## src/rtl/ex_operand_ctrl.sv

```systemverilog
// ex_operand_ctrl: ID->EX operand register with imm_sel decode, MEM/WB forwarding, WB snoop and load-use bubble.
// Define OPCTRL_TRACE_EN to add trace_imm_out/trace_fwd_out debug ports.
module ex_operand_ctrl #(
    parameter int XLEN       = 32,
    parameter int IMM_W      = 12,
    parameter int REG_ADDR_W = 5
) (
    input  logic                  clk_in,
    input  logic                  rst_in,
    input  logic                  flush_in,
    input  logic                  id_valid_in,
    output logic                  id_ready_out,
    input  logic [6:0]            opcode_in,
    input  logic [REG_ADDR_W-1:0] rs1_addr_in,
    input  logic [REG_ADDR_W-1:0] rs2_addr_in,
    input  logic [REG_ADDR_W-1:0] rd_addr_in,
    input  logic [IMM_W-1:0]      imm_in,
    input  logic [XLEN-1:0]       rs1_data_in,
    input  logic [XLEN-1:0]       rs2_data_in,
    input  logic                  mem_wr_en_in,
    input  logic [REG_ADDR_W-1:0] mem_rd_in,
    input  logic [XLEN-1:0]       mem_result_in,
    input  logic                  wb_wr_en_in,
    input  logic [REG_ADDR_W-1:0] wb_rd_in,
    input  logic [XLEN-1:0]       wb_result_in,
    output logic                  ex_valid_out,
    input  logic                  ex_ready_in,
    output logic                  imm_sel_out,
    output logic [IMM_W-1:0]      imm_value_out,
    output logic [XLEN-1:0]       op_a_out,
    output logic [XLEN-1:0]       rs2_out,
    output logic [REG_ADDR_W-1:0] rd_out,
    output logic                  is_load_out,
`ifdef OPCTRL_TRACE_EN
    output logic                  illegal_out,
    output logic [IMM_W-1:0]      trace_imm_out,
    output logic [3:0]            trace_fwd_out
`else
    output logic                  illegal_out
`endif
);
    function automatic logic dec_imm(input logic [6:0] op);
        return op == 7'b0010011 || op == 7'b0000011 || op == 7'b0100011 || op == 7'b1100111;
    endfunction

    function automatic logic dec_legal(input logic [6:0] op);
        return dec_imm(op) || op == 7'b0110011 || op == 7'b1100011;
    endfunction

    logic                  lu_cnt;
    logic [REG_ADDR_W-1:0] lu_rd, rs1_q, rs2_q;
    logic                  id_imm, lu_block, accept, fire;
    logic                  rs1_mem, rs1_wb, rs2_mem, rs2_wb, snoop1, snoop2;
    logic [XLEN-1:0]       rs1_fwd, rs2_fwd;

    always_comb begin
        id_imm       = dec_imm(opcode_in);
        lu_block     = lu_cnt && (rs1_addr_in == lu_rd || (!id_imm && rs2_addr_in == lu_rd));
        id_ready_out = !rst_in && (!ex_valid_out || ex_ready_in) && !lu_block && !flush_in;
        accept       = id_valid_in && id_ready_out;
        fire         = ex_valid_out && ex_ready_in;
        rs1_mem      = mem_wr_en_in && mem_rd_in == rs1_addr_in && |rs1_addr_in;
        rs1_wb       = !rs1_mem && wb_wr_en_in && wb_rd_in == rs1_addr_in && |rs1_addr_in;
        rs2_mem      = mem_wr_en_in && mem_rd_in == rs2_addr_in && |rs2_addr_in;
        rs2_wb       = !rs2_mem && wb_wr_en_in && wb_rd_in == rs2_addr_in && |rs2_addr_in;
        rs1_fwd      = !(|rs1_addr_in) ? '0 : rs1_mem ? mem_result_in : rs1_wb ? wb_result_in : rs1_data_in;
        rs2_fwd      = !(|rs2_addr_in) ? '0 : rs2_mem ? mem_result_in : rs2_wb ? wb_result_in : rs2_data_in;
        // a stalled entry must still see register writes retiring past it
        snoop1       = ex_valid_out && !ex_ready_in && wb_wr_en_in && wb_rd_in == rs1_q && |rs1_q;
        snoop2       = ex_valid_out && !ex_ready_in && wb_wr_en_in && wb_rd_in == rs2_q && |rs2_q;
    end

    always_ff @(posedge clk_in or posedge rst_in) begin
        if (rst_in) begin
            ex_valid_out  <= 1'b0;
            imm_sel_out   <= 1'b0;
            imm_value_out <= '0;
            op_a_out      <= '0;
            rs2_out       <= '0;
            rd_out        <= '0;
            is_load_out   <= 1'b0;
            illegal_out   <= 1'b0;
            rs1_q         <= '0;
            rs2_q         <= '0;
            lu_rd         <= '0;
            lu_cnt        <= 1'b0;
        end else if (flush_in) begin
            ex_valid_out <= 1'b0;
            lu_cnt       <= 1'b0;
        end else begin
            lu_cnt <= fire && is_load_out && |rd_out;
            if (fire && is_load_out && |rd_out)
                lu_rd <= rd_out;
            if (accept) begin
                ex_valid_out  <= 1'b1;
                imm_sel_out   <= id_imm;
                imm_value_out <= imm_in;
                op_a_out      <= rs1_fwd;
                rs2_out       <= rs2_fwd;
                rd_out        <= rd_addr_in;
                is_load_out   <= opcode_in == 7'b0000011;
                illegal_out   <= !dec_legal(opcode_in);
                rs1_q         <= rs1_addr_in;
                rs2_q         <= rs2_addr_in;
            end else if (fire) begin
                ex_valid_out <= 1'b0;
            end else begin
                if (snoop1)
                    op_a_out <= wb_result_in;
                if (snoop2)
                    rs2_out <= wb_result_in;
            end
        end
    end

`ifdef OPCTRL_TRACE_EN
    always_ff @(posedge clk_in or posedge rst_in) begin
        if (rst_in) begin
            trace_imm_out <= '0;
            trace_fwd_out <= '0;
        end else if (accept) begin
            trace_imm_out <= imm_in;
            trace_fwd_out <= {rs1_mem, rs1_wb, rs2_mem, rs2_wb};
        end
    end
`endif
endmodule

```

## config.mk

```make
export PLATFORM = sky130hd
export DESIGN_NAME = ex_operand_ctrl
export DESIGN_NICKNAME = d
export VERILOG_FILES = /design/src/rtl/ex_operand_ctrl.sv
export SDC_FILE = /design/constraint.sdc
export NUM_CORES = 1
export LEC_CHECK = 0
export BUFFER_PORTS_ARGS = -buffer_cell sky130_fd_sc_hd__clkbuf_2
export CAP_MARGIN = 20
export CORE_UTILIZATION = 46
export CTS_BUF_LIST = sky130_fd_sc_hd__clkbuf_8
export CTS_CLUSTER_SIZE = 40
export DETAILED_ROUTE_END_ITERATION = 12
export GPL_TIMING_DRIVEN = 1
export PLACE_DENSITY_LB_ADDON = 0.3
export SYNTH_ARGS = -nofsm -noshare
export SYNTH_HDL_FRONTEND = slang
export SYNTH_SLANG_ARGS = --single-unit
```

## constraint.sdc

```tcl
create_clock -name clk_in -period 3.1 [get_ports clk_in]
set_input_delay 0.62 -clock clk_in [delete_from_list [all_inputs] [get_ports clk_in]]
set_output_delay 0.62 -clock clk_in [all_outputs]
set_load 0.03 [all_outputs]
```

# --- Word level (Yosys, flattened, before mapping) ---
# Index checks and enable logic that the tools add are counted.
# Widths: inputs -> output; s select.
op_classes:
  n_addsub: 0
  multipliers: 0
  n_div: 0
  n_lt_le_gt_ge: 0
  n_eq_ne: 15
  shifts: 0
  mux: 16
  n_bitwise: 1
  reduce_logical: 53
ops:
  columns: ["cell", "n"]
  rows:
  - ["$mux 32", 12]
  - ["$eq 5x5->1", 8]
  - ["$logic_and 1x1->1", 25]
  - ["$reduce_or 5->1", 5]
  - ["$eq 7x6->1 const B", 2]
  - ["$eq 7x7->1 const B", 2]
  - ["$logic_not 1->1", 9]
  - ["$eq 7x2->1 const B", 1]
  - ["$eq 7x5->1 const B", 1]
  - ["$logic_or 1x1->1", 7]
  - ["$reduce_and 3->1", 2]
  - ["$mux 1", 4]
  - ["$reduce_and 2->1", 2]
  - ["$reduce_bool 2->1", 2]
  - ["$reduce_bool 3->1", 1]
  - ["$ne 2x2->1 const B", 1]
  - ["$not 1->1", 1]
totals:
  reg_bits: 101
  latchBits: 0
  mem_bits_rw: 0
  mem_bits_ro: 0
  in_bits: 179
  output_inout_bits: 86
  word_cells: 97
  mem_count: 0

# --- Depth between registers and ports, before layout ---
depth:
  ltp_word: 14
  depth_mapped: 10
  ltp_nobuf: 6

# --- Worst setup path before layout ---
# No wires, ideal clock.
synth_timing:
  kind: "input to register"
  from: "input port wb_rd_in[2]"
  to: "register rs2_out[0]"
  setup_time_ns: 0.126
  arrival_time_ns: 2.184
  t_required_ns: 2.974
  slack_ns: 0.790
  path_stages: 8
  path_buffers: 2
  cell_sequence: "clkbuf_1 > xnor2_1 > nand4_1 > nor4_4 > buf_6 > mux2i_1 > a211oi_1 > o32a_1"
synth_between:
  elab_chain_cells: 7
  elab_cells_between_ends: 12
  cone_classes: "eq/ne: 2; mux: 4; reduce/logical: 6"
synth_lines:
  columns: ["item", "line_no", "rtl"]
  rows:
  - ["from (decl)", "24", "input logic [REG_ADDR_W-1:0] wb_rd_in,"]
  - ["$eq 5x5->1", "65", "rs2_wb = !rs2_mem && wb_wr_en_in && wb_rd_in == rs2_addr_in && |rs2_addr_in;"]
  - ["$logic_and 1x1->1 (2 in a row)", "65", null]
  - ["$mux 32 (3 in a row)", "67", "rs2_fwd = !(|rs2_addr_in) ? '0 : rs2_mem ? mem_result_in : rs2_wb ? wb_result_in : rs2_data_in;"]
  - ["$mux 32", "94", "if (accept) begin"]
  - ["to (signal assigned)", "99", "rs2_out <= rs2_fwd;"]
  - ["to (signal assigned)", "111", "rs2_out <= wb_result_in;"]
  - ["to (decl)", "31", "output logic [XLEN-1:0] rs2_out,"]
# Parallel ways exist; a longest one is shown, timed or not.
# A chain may end at the register's enable or synchronous reset.

# --- Worst setup path after layout ---
layout_timing:
  from: "input port opcode_in[4]"
  to: "register op_a_out[10]"
layout_between:
  elab_chain_cells: 14
  elab_cells_between_ends: 19
  cone_classes: "eq/ne: 5; mux: 1; reduce/logical: 13"
layout_lines:
  columns: ["item", "line_no", "rtl"]
  rows:
  - ["from (decl)", "13", "input logic [6:0] opcode_in,"]
  - ["$eq 7x5->1 or $eq 7x2->1 (tied branches)", "43", "return op == 7'b0010011 || op == 7'b0000011 || op == 7'b0100011 || op == 7'b1100111;"]
  - ["$logic_or 1x1->1 (2 in a row)", "43", null]
  - ["$logic_or 1x1->1 *", "43", null]
  - ["$logic_not 1->1 *", "58", "lu_block = lu_cnt && (rs1_addr_in == lu_rd || (!id_imm && rs2_addr_in == lu_rd));"]
  - ["$logic_and 1x1->1 *", "58", null]
  - ["$logic_or 1x1->1 *", "58", null]
  - ["$logic_and 1x1->1 *", "58", null]
  - ["$logic_not 1->1 *", "59", "id_ready_out = !rst_in && (!ex_valid_out || ex_ready_in) && !lu_block && !flush_in;"]
  - ["$logic_and 1x1->1 * (2 in a row)", "59", null]
  - ["$logic_and 1x1->1 *", "60", "accept = id_valid_in && id_ready_out;"]
  - ["$ne 2x2->1 (no source line) or $reduce_bool 2->1 (tied branches)", null, null]
  - ["$reduce_and 3->1 (no source line)", null, null]
  - ["to (signal assigned)", "98", "op_a_out <= rs1_fwd;"]
  - ["to (signal assigned)", "109", "op_a_out <= wb_result_in;"]
  - ["to (decl)", "30", "output logic [XLEN-1:0] op_a_out,"]
# Mark *: on every way between the ends. The rest lies on a longest branch, timed or not.

==> summary.md <==
| Metric | Value |
|---|---|
| Largest net degree at the start of global routing | `around 70` |
| Post-Syn Area | `between 0.006 and 0.007 mm2` |
| Design Area, Final | `slightly above 0.008 mm2` |
| P&R area growth vs syn | `25.7%` |
| Cells after synthesis | `740` |
| Row count | `43` |
| GPL Wtd Cong | `0.937` |
| Final Hold Fails | `0` |
| Async SR Flop Fraction | `100%` |
| Seq/Total Area, Yosys | `around 38%` |
| Final #Nets | `between 1000 and 1500` |
| Syn avg cell area | `8.89 um2` |
| DR DRC count | `0` |
| DR iter-0 viols | `between 300 and 400` |
| Die height | `between 100 and 150 um` |
| First-pass GRT wire length | `33300 um` |
| Diodes inserted | `0` |
| FILL cells | `~1200` |
| Post-DR vias/cell | `5.71` |
| Total GRT Usage | `29.2%` |
| Fin cells | `approximately 1200` |
| Max FO, Critical Path | `32` |
| Worst Skew | `12.4 ps` |
| Cell taking the most area after synthesis | `dfrtp_1` |
| WS Path Type | `in -> reg` |
| Detail Route Antenna Nets | `0` |
| Critical path data required time | `roughly 3400 ps` |
| Final Cycle Share | `87.5%` |
| Post-Route WL | `21200 um` |
| Yosys warnings | `0` |
| Fin util | `a little under 60%` |
| CTS Buf Count | `9` |
| Vias in the first global route | `approximately 6600` |
| Pins Over Slew Limit | `0` |
| Via count | `6657` |
| TNS Setup | `0 ps` |
| Chip width | `122 um` |
| Netlist cell types | `42` |
| Hold Path Class | `in -> async` |
| Pre-Repair DR Iteration Count | `5` |
| WL/cell | `18.2 um` |
| Synth area leaders | `dfrtp_1 38%, nor2_1 11%, mux2i_1 9.7%` |
| Cell Area, Placed | `0.00801 mm2` |
| CTS tree | `yes` |
| Initial antenna violation count | `0` |
| Die area | `0.0148 mm2` |
| IO Pins | `roughly 270` |
| Cell with the most instances after synthesis | `nor2_1` |
| Initial Util | `between 40% and 50%` |
| Clk_lat worst skew | `roughly 400 ps` |
| Final min period | `2710 ps` |
| Leakage | `0.00380 uW` |
| Maxcap violations | `0` |
| Final setup viols | `0` |
| CP arrival | `3020 ps` |
| Clk root buf | `clkbuf_8` |
| CORE AREA | `0.0139 mm2` |
| Post-synth EDFFs | `0` |
| FF+latch count, synth | `101` |
| Clk pin slew, worst setup/hold paths | `100 ps` |
| DP HPWL | `14800 um` |
| CTS max path bufs | `2` |
| Setup bufs post-CTS | `0` |
| Worst vdd rail ir drop | `0.305 mV` |
| PortBufs | `around 260` |
| Placed cell count | `~1200` |
| Worst Max-Slew Pin Slew | `1050 ps` |
| Min Hold Slack | `404 ps` |
| RSZ-0062 raised after global routing | `false` |
| Pwr per Cell Area | `slightly above 500 mW/mm2` |
| H-tree Lvls | `3` |
| FF+latch area | `0.00253 mm2` |
| CTS Sinks | `101` |
| Maximum clock frequency | `0.369 GHz` |
| Top cell type's share of synthesized area | `approximately two fifths` |
| Status | `finished clean` |
| Max-slew headroom | `between 20% and 30%` |
| Post-CTS sizing | `0` |
| Most used DFF post-synth | `dfrtp_1` |
| Grt ovf | `0` |
| Post-Synthesis Net Count | `919` |
| CTS Hold Buffers Added | `0` |
| Layout cell share with drive strength beyond 1 | `between 30% and 40%` |
| Crit path launch type | `primary input` |
| Area taken by multi-input logic gates | `0.00364 mm2` |
| Synth cell count leaders | `188 x nor2_1, 101 x dfrtp_1, 98 x nand2_1` |
| Endpoint class of the critical path | `register` |
-- per-stage QoR --
stage          total power (uW)  setup slack, ps
5_1_grt                    4410              246
3_5_place_dp               3160            -8.18
6_report                   4210              389
4_1_cts                    4230              374
3_3_place_gp               3140             16.9
2_1_floorplan              2620              790
-- layout make-up --
cell class	instances	share of cell area, %
Clock inverter	5	1.29
Tap cell	180	2.72
Timing Repair Buffer	293	19.4
Sequential cell	101	30.6
Multi-Input combinational cell	571	44.0
Clock buffer	11	1.83
Inverter	5	0.272
-- critical path, cell delays in order --
cell and delay (ps):
clkbuf_2 110, a211o_1 290, a21oi_1 330, nand4b_1 250, nand2_1 230, a21oi_4 880, o32a_1 310
-- cell usage in the layout, fill, tap and decap left out, types with 2 or more instances in the layout --
cell type,count
a211oi_1,64
a21oi_4,2
buf_12,5
buf_4,24
bufinv_16,3
clkbuf_2,264
clkbuf_8,11
clkinvlp_4,2
dfrtp_1,101
inv_1,3
mux2_1,3
mux2i_1,64
nand2_1,98
nand3_1,5
nand3b_1,2
nand4_1,5
nand4b_1,2
nor2_1,188
nor2_2,8
nor4_1,2
nor4_4,2
o21ai_0,4
o32a_1,64
or4_1,2
or4_4,3
xnor2_1,19
xor2_1,19
-- report_power, final --
part           total, uW  internal (uW)  switching [uW]
logic               1400            494             907
registers           1730           1560             168
clock network       1070            582             493
-- path summary, 6_finish.rpt --
check                            startpoint           endpoint  slack [ps]  cells past startpoint
max                            opcode_in[4]       op_a_out[10]         390                      7
min                                  rst_in  imm_value_out[11]         400                      3
max reg2reg                        lu_rd[4]       op_a_out[10]         670                      6
min reg2reg                imm_value_out[4]   imm_value_out[4]         490                      2
max in group asynchronous            rst_in       op_a_out[12]        2100                      3
min in group clk_in               imm_in[3]   imm_value_out[3]         420                      3
-- state kept, by name (all words and copies together) (netlist names) --
| register | flops |
|---|---|
| op_a_out | 32 |
| rs2_out | 32 |
| imm_value_out | 12 |
| lu_rd | 5 |
| rd_out | 5 |
| rs1_q | 5 |
| rs2_q | 5 |
| ex_valid_out | 1 |
| illegal_out | 1 |
| imm_sel_out | 1 |
| is_load_out | 1 |
| lu_cnt | 1 |
-- routing by layer --
metal  GRT usage, %  up-vias  share of wire [%]
met5              0        -                  0
met4           12.1        0                2.4
met3           5.20       42                6.9
met2           48.7      300                 48
met1           37.2     3205                 43
li1               -     3110                  -
-- logic make-up after synthesis --
| family | after synthesis | share of synthesized area, % |
|---|---|---|
| compound gates | 140 | 18.4 |
| buf+inv | 68 | 6.68 |
| simple gates | 326 | 21.2 |
| mux | 67 | 10.3 |
| flops | 101 | 38.4 |
| xor+xnor | 38 | 5.06 |
Note: power is estimated with default switching activity, not from simulation.
